`src/rtl/axi_hp0_rd.sv`:
```
// AXI3 read master for the Zynq HP0 port: walks a circular DDR region in fixed INCR
// bursts and unpacks each 64-bit beat into four 16-bit words on a valid/ready stream.
module axi_hp0_rd #(
  parameter logic [31:0] STAR_ADDR   = 32'h0040_0000,
  parameter int          BURST_LEN   = 16,
  parameter logic [31:0] FRAME_BYTES = 32'h0010_0000
) (
  input  logic        AXI_clk,
  input  logic        rst_n,
  input  logic        i_rd_en,
  input  logic        i_addr_rst,
  output logic [15:0] o_data,
  output logic        o_data_en,
  input  logic        i_data_rdy,
  output logic        o_frame_done,
  output logic        o_rd_err,
  output logic [31:0] AXI_araddr,
  output logic [3:0]  AXI_arlen,
  output logic [2:0]  AXI_arsize,
  output logic [1:0]  AXI_arburst,
  output logic [1:0]  AXI_arlock,
  output logic [3:0]  AXI_arcache,
  output logic [2:0]  AXI_arprot,
  output logic [3:0]  AXI_arqos,
  output logic        AXI_arvalid,
  input  logic        AXI_arready,
  input  logic [63:0] AXI_rdata,
  input  logic [5:0]  AXI_rid,
  input  logic [1:0]  AXI_rresp,
  input  logic        AXI_rlast,
  input  logic        AXI_rvalid,
  output logic        AXI_rready
);

  localparam logic [31:0] BURST_BYTES = 32'(BURST_LEN * 8);
  localparam logic [31:0] END_ADDR    = STAR_ADDR + FRAME_BYTES;

  typedef enum logic [1:0] {IDLE, ADDR, DATA} state_t;

  state_t      state;
  logic [31:0] addr;
  logic        arvalid_q;
  logic [63:0] beat_buf;
  logic [1:0]  word_idx;
  logic        buf_full;
  logic        rst_pend;
  logic        frame_done_q;
  logic        rd_err_q;
  logic [31:0] next_addr;
  logic        beat_ok;
  logic        word_acc;
  logic        unused_rid;

  assign AXI_arlen   = 4'(BURST_LEN - 1);
  assign AXI_arsize  = 3'b011;
  assign AXI_arburst = 2'b01;
  assign AXI_arlock  = 2'b00;
  assign AXI_arcache = 4'b0011;
  assign AXI_arprot  = 3'b000;
  assign AXI_arqos   = 4'b0000;
  assign unused_rid  = ^AXI_rid;

  assign AXI_araddr   = addr;
  assign AXI_arvalid  = arvalid_q;
  // Handshakes: a transfer occurs on the rising edge where valid & ready are both high.
  // rready is derived only from registers, so a freed buffer is re-offered one cycle later.
  assign AXI_rready   = (state == DATA) && !buf_full;
  assign o_data_en    = buf_full;
  assign o_frame_done = frame_done_q;
  assign o_rd_err     = rd_err_q;

  assign beat_ok   = AXI_rvalid && AXI_rready;
  assign word_acc  = buf_full && i_data_rdy;
  assign next_addr = addr + BURST_BYTES;

  always_comb begin
    o_data = beat_buf[15:0];
    case (word_idx)
      2'd1:    o_data = beat_buf[31:16];
      2'd2:    o_data = beat_buf[47:32];
      2'd3:    o_data = beat_buf[63:48];
      default: o_data = beat_buf[15:0];
    endcase
  end

  always_ff @(posedge AXI_clk or negedge rst_n) begin
    if (!rst_n) begin
      state        <= IDLE;
      addr         <= STAR_ADDR;
      arvalid_q    <= 1'b0;
      beat_buf     <= '0;
      word_idx     <= 2'd0;
      buf_full     <= 1'b0;
      rst_pend     <= 1'b0;
      frame_done_q <= 1'b0;
      rd_err_q     <= 1'b0;
    end else begin
      frame_done_q <= 1'b0;
      if (i_addr_rst) rst_pend <= 1'b1;
      case (state)
        IDLE: begin
          if (rst_pend || i_addr_rst) begin
            addr     <= STAR_ADDR;
            rst_pend <= 1'b0;
          end
          if (i_rd_en) begin
            state     <= ADDR;
            arvalid_q <= 1'b1;
          end
        end
        ADDR: begin
          if (AXI_arready) begin
            arvalid_q <= 1'b0;
            state     <= DATA;
          end
        end
        DATA: begin
          // rlast alone ends the burst, whatever the beat count.
          if (beat_ok && AXI_rlast) begin
            state <= IDLE;
            if (rst_pend || i_addr_rst) begin
              addr     <= STAR_ADDR;
              rst_pend <= 1'b0;
            end else if (next_addr == END_ADDR) begin
              addr         <= STAR_ADDR;
              frame_done_q <= 1'b1;
            end else begin
              addr <= next_addr;
            end
          end
        end
        default: state <= IDLE;
      endcase

      if (beat_ok) begin
        beat_buf <= AXI_rdata;
        word_idx <= 2'd0;
        buf_full <= 1'b1;
        if (AXI_rresp != 2'b00) rd_err_q <= 1'b1;
      end else if (word_acc) begin
        word_idx <= word_idx + 2'd1;
        if (word_idx == 2'd3) buf_full <= 1'b0;
      end
    end
  end

endmodule
```
`config.mk`:
```
export PLATFORM = sky130hd
export DESIGN_NAME = axi_hp0_rd
export DESIGN_NICKNAME = d
export VERILOG_FILES = /design/src/rtl/axi_hp0_rd.sv
export SDC_FILE = /design/constraint.sdc
export NUM_CORES = 1
export LEC_CHECK = 0
export BUFFER_PORTS_ARGS = -buffer_cell sky130_fd_sc_hd__buf_2
export CAP_MARGIN = 5
export CORE_MARGIN = 5
export CORE_UTILIZATION = 45
export CTS_CLUSTER_SIZE = 8
export DETAILED_ROUTE_END_ITERATION = 6
export PLACE_DENSITY = 0.68
export SETUP_SLACK_MARGIN = 0.2
export SLEW_MARGIN = 10
export SYNTH_ARGS = -nofsm -noshare
export SYNTH_HDL_FRONTEND = slang
export SYNTH_SLANG_ARGS = --single-unit
export TNS_END_PERCENT = 10
```
`constraint.sdc`:
```
create_clock -name AXI_clk -period 4.5 [get_ports AXI_clk]
set_clock_uncertainty 0.15 [all_clocks]
set_input_delay 1.35 -clock AXI_clk [delete_from_list [all_inputs] [get_ports AXI_clk]]
set_output_delay 1.35 -clock AXI_clk [all_outputs]
set_load 0.05 [all_outputs]
```
Yosys cells after proc, flatten, opt, wreduce, memory -nomap -nowiden
Index checks and enable logic that the tools add are counted.
Widths: inputs -> output; s select.
{"block": "totals", "regBits": 105, "out_inout_bits": 75, "word_cells": 64}
{"block": "op_classes", "n_addsub": 2, "n_eq_ne": 10, "muxes": 26, "n_reduce_logical": 17}
{"op": "$mux 32", "n": 4}
{"op": "$pmux 32 s2", "n": 1}
{"op": "$pmux 16 s3", "n": 1}
{"op": "$add 32x8->32 const B", "n": 1}
{"op": "$eq 32x23->1 const B", "n": 1}
{"op": "$mux 1", "n": 12}
{"op": "$mux 2", "n": 5}
{"op": "$reduce_bool 2->1", "n": 5}
{"op": "$reduce_and 3->1", "n": 3}
{"op": "$eq 2x2->1 const B", "n": 3}
{"op": "$ne 2x2->1 const B", "n": 3}
{"op": "$pmux 2 s3", "n": 1}
{"op": "$eq 2x1->1 const B", "n": 2}
{"op": "$logic_and 1x1->1", "n": 4}
{"op": "$pmux 1 s2", "n": 2}
{"op": "$reduce_and 2->1", "n": 2}
{"op": "$add 2x1->2 const B", "n": 1}
{"op": "$logic_not 2->1", "n": 1}
{"op": "$ne 2x1->1 const B", "n": 1}
{"op": "$logic_not 1->1", "n": 1}
{"op": "$logic_or 1x1->1", "n": 1}

Depth between registers and ports, before layout
{"block": "depth", "depth_word": 6, "depth_mapped": 10, "ltp_nobuf": 9}

Least setup slack after synthesis
OpenSTA, ideal clock, no wires.
{"block": "synth_timing", "path_type": "register to output", "from": "register word_idx[0]", "to": "output port o_data[10]", "arrival_time_ps": 2349, "setup_slack_ps": 651, "path_stages_with_launch": 6, "path_buffers": 2, "cell_sequence": "dfrtp_1 inv_1 ha_1 clkbuf_1 clkbuf_1 mux2i_1"}
{"block": "synth_via", "elab_chain_len": 2, "elab_cells_between_ends": 4, "classes_between": "3 x eq/ne; 1 x mux"}
{"item": "from (decl)", "line": "44", "rtl": "logic [1:0] word_idx;"}
{"item": "from (signal assigned)", "line": "141", "rtl": "word_idx <= word_idx + 2'd1;"}
{"item": "$eq 2x2->1 or $eq 2x1->1 (tied branches)", "line": "78", "rtl": "case (word_idx)"}
{"item": "$pmux 16 s3 (*)", "line": "78"}
{"item": "to (decl)", "line": "12", "rtl": "output logic [15:0] o_data,"}
Every way passes the cells marked *; elsewhere a longest branch is shown, timed or not.

Worst setup path in the final report
{"block": "layout_timing", "from": "register word_idx[0]", "to": "output port o_data[13]"}
The elaborated chain is that of the path after synthesis.

==> results.toml <==
[status]
status = "complete, no violations"

[power]
irDropWorstVdd_mv = 0.519
power_frac_seq_pct = 36.3
p_int_mw = 2.19
switchingPower_mw = 1.58
power.density_nw_per_um2 = 622
combinationalPowerShare_pct = 42.7
p_leak_nw = 2.86
swShare_pct = 42.0
clkPwrFrac_pct = 21.0

[worst_hold_path]
hold_end = "o_rd_err"
hold_path_class = "reg -> reg"
hp-start = "o_rd_err"
worstHoldPathCells = 1

[setup_path]
critical_path_class = "reg -> out"
ff2ff_path_depth = 9
r2r_start = "AXI_araddr[7]"
rrSetupSlack_ns = 1.41
max_stage_delay_ns = 0.63
critPathCaptureType = "primary output"
path_max_fanout = 16
cp_cell_sequence = "inv_1, ha_1, a222oi_1, mux2i_1, buf_2"
crit_arrival_ns = 2.25
start_kind = "flip-flop"
slowest_stage = "ha_1"
crit-reg2reg-capture = "AXI_araddr[20]"
cp_data_required_time_ns = 3.00

[synth]
syn_area_um2 = 5200
synth_ff_type = "dfrtp_1"
ys_ff_latch = 98
yosysUniqueCellTypes = 54
seq_area_frac_synth_pct = 47.2
yosysWarnings = 0
synthArstFlopShare_pct = 100
syn_inst = 511
yosysTopAreaCell = "dfrtp_1"
yosys.area.top_type_share_pct = 46.7
yosys-top-cells-area = "dfrtp_1 47%, mux2_2 10%, buf_4 4.2%, nand2_1 3.7%, mux2i_1 3.3%"
syn_avg_cell_area_um2 = 10.2
synth_edf_count = 0

[drt]
drcViolationCount = 0
wl_per_cell_um = 16.8
vias = 4157
drt-initial-drc-count = 237
postRouteAntennaNets = 0
dr.pass1.iters = 5
routed_via_density = 5.48
routed_wl_um = 12700

[clock_network]
path_clk_slew_ns = 0.07
postCtsHoldBufs = 0
cts-root-buf = "clkbuf_16"
cts_made_buffers = 9
numClockSinks = 98
htreeDepth = 3
cts_tree = "yes"
clock_latency_ns = 0.35
clockBufferDepth = 2
post_cts_resized = 0
post-cts-setup-buffer-count = 0

[floorplanning]
num_rows = 39
die_x_um = 117
ios = 155
core_um2 = 11400
die_y_um = 117
start_util_pct = 45.7
dieArea_um2 = 13800

[placed_design]
pre_cts_ws_ns = 1.13
dp_hpwl_um = 8940
place.gp.congestion = 0.864
io_buffers = 119

[sta]
setup_violations = 0
setup_tns_ns = 0
worstMarginPinSlew_ns = 1.04
min_period_over_period_pct = 83.4
setup_slack_ns = 0.748
fmax_ghz = 0.266
finalMaxSlewViolations = 0
fin_crit_ns = 3.75
finalHoldViolCount = 0
whs_ns = 0.329
relSlewSlack_pct = 30.3
rsz0062_at_grt = "false"

[global_routing]
grt_pass1_wl_um = 20900
overflow = 0
antenna_found_initial = 0
grt.total_usage_pct = 18.3
grt_pass1_vias = 4200
grt_max_degree = 86

[final_layout]
layout_commonest_cell = "buf_2"
final_cell_mix = "118 x buf_2, 97 x dfrtp_1, 51 x nand2_1, 48 x mux2_2, 34 x nand3_1"
final_net_count = 696
drive_gt1_share_pct = 33.0
antennaDiodeCount = 0
syn2layout_area_growth_pct = 16.7

[flow_run]
cap_violations = 0
## kinds of logic after synthesis
kind of cell / share of synthesized area (%)
DFF: 47.2
AOI/OAI and AO/OA: 11.2
buffers and inverters: 8.74
adders and majority gates: 1.20
other: 0.145
and+or+nand+nor: 16.3
muxes: 13.7
xor gates and xnor gates: 1.52
## how the worst max path moves through the flow
stage / endpoint / depth (start not counted) / slack (ns) / from
finish: o_data[13] / 5 / 0.75 / word_idx[0]
global route: o_data[13] / 5 / 0.58 / word_idx[0]
CTS: o_data[13] / 5 / 0.74 / word_idx[0]
floorplan: o_data[10] / 5 / 0.65 / word_idx[0]
global placement: o_data[0] / 5 / 1.15 / word_idx[0]
detailed placement: o_data[13] / 5 / 1.13 / word_idx[0]
## registers in the layout, indices dropped and copies added, names as in the netlist
| signal | cells |
|---|---|
| o_rd_err | 1 |
| o_data_en | 1 |
| word_idx | 2 |
| AXI_araddr | 25 |
| rst_pend | 1 |
| o_frame_done | 1 |
| beat_buf | 64 |
| AXI_arvalid | 1 |
| state | 2 |
## per-layer routing
layer  part of all wire (%)  up-vias  track usage (%)
met5                      0        -                0
met4                    1.7        0             6.45
met3                    6.5       21             5.53
met2                     48      143             30.2
met1                     43     2026             22.9
li1                       -     1967                -
## through the flow
step,util [%],instance area (um2),instances,power (mW)
4_1_cts,53.3,6060,759,3.82
5_1_grt,53.3,6060,759,3.98
3_5_place_dp,50.7,5760,743,3.01
3_3_place_gp,50.7,5760,743,2.95
2_1_floorplan,-,5300,538,2.62
6_report,53.3,6060,759,3.77
## critical path: cells and delay by family (launching register included)
family	cells	cell delay, ns
fa+ha+maj	1	0.63
buf+inv	2	0.41
flops	1	0.40
compound gates	1	0.26
mux	1	0.19
## power by group through the flow
stage               Clock, mW  Combinational [mW]  Sequential, mW
floorplan                   0                1.24            1.38
global placement            0                1.58            1.36
detailed placement          0                1.62            1.39
CTS                     0.819                1.62            1.37
global route            0.849                1.73            1.41
finish                  0.792                1.61            1.37
## cell usage after synthesis (all sizes together) (4+ instances only)
cell and n:
buf 42, o21ai 32, inv 25, o31ai 4
xnor2 5, a21oi 9, or2 4, mux2i 17
clkbuf 21, and3 4, nor4 6, nor3 9
xor2 4, a222oi 16, nand3 36, dfrtp 97
or3 11, nor2 17, nand2 51, nand4 8
mux2 48, ha 5
## layout make-up
| type | count | area [um2] |
|---|---|---|
| clock inverter | 5 | 61.3 |
| multi-input combinational | 352 | 2390 |
| sequential | 98 | 2450 |
| fill | 1034 | 5310 |
| clock buffer | 11 | 243 |
| tap | 143 | 179 |
| inverter | 25 | 93.8 |
| timing repair buffer | 125 | 643 |
Note: power is estimated with default switching activity, not from simulation.
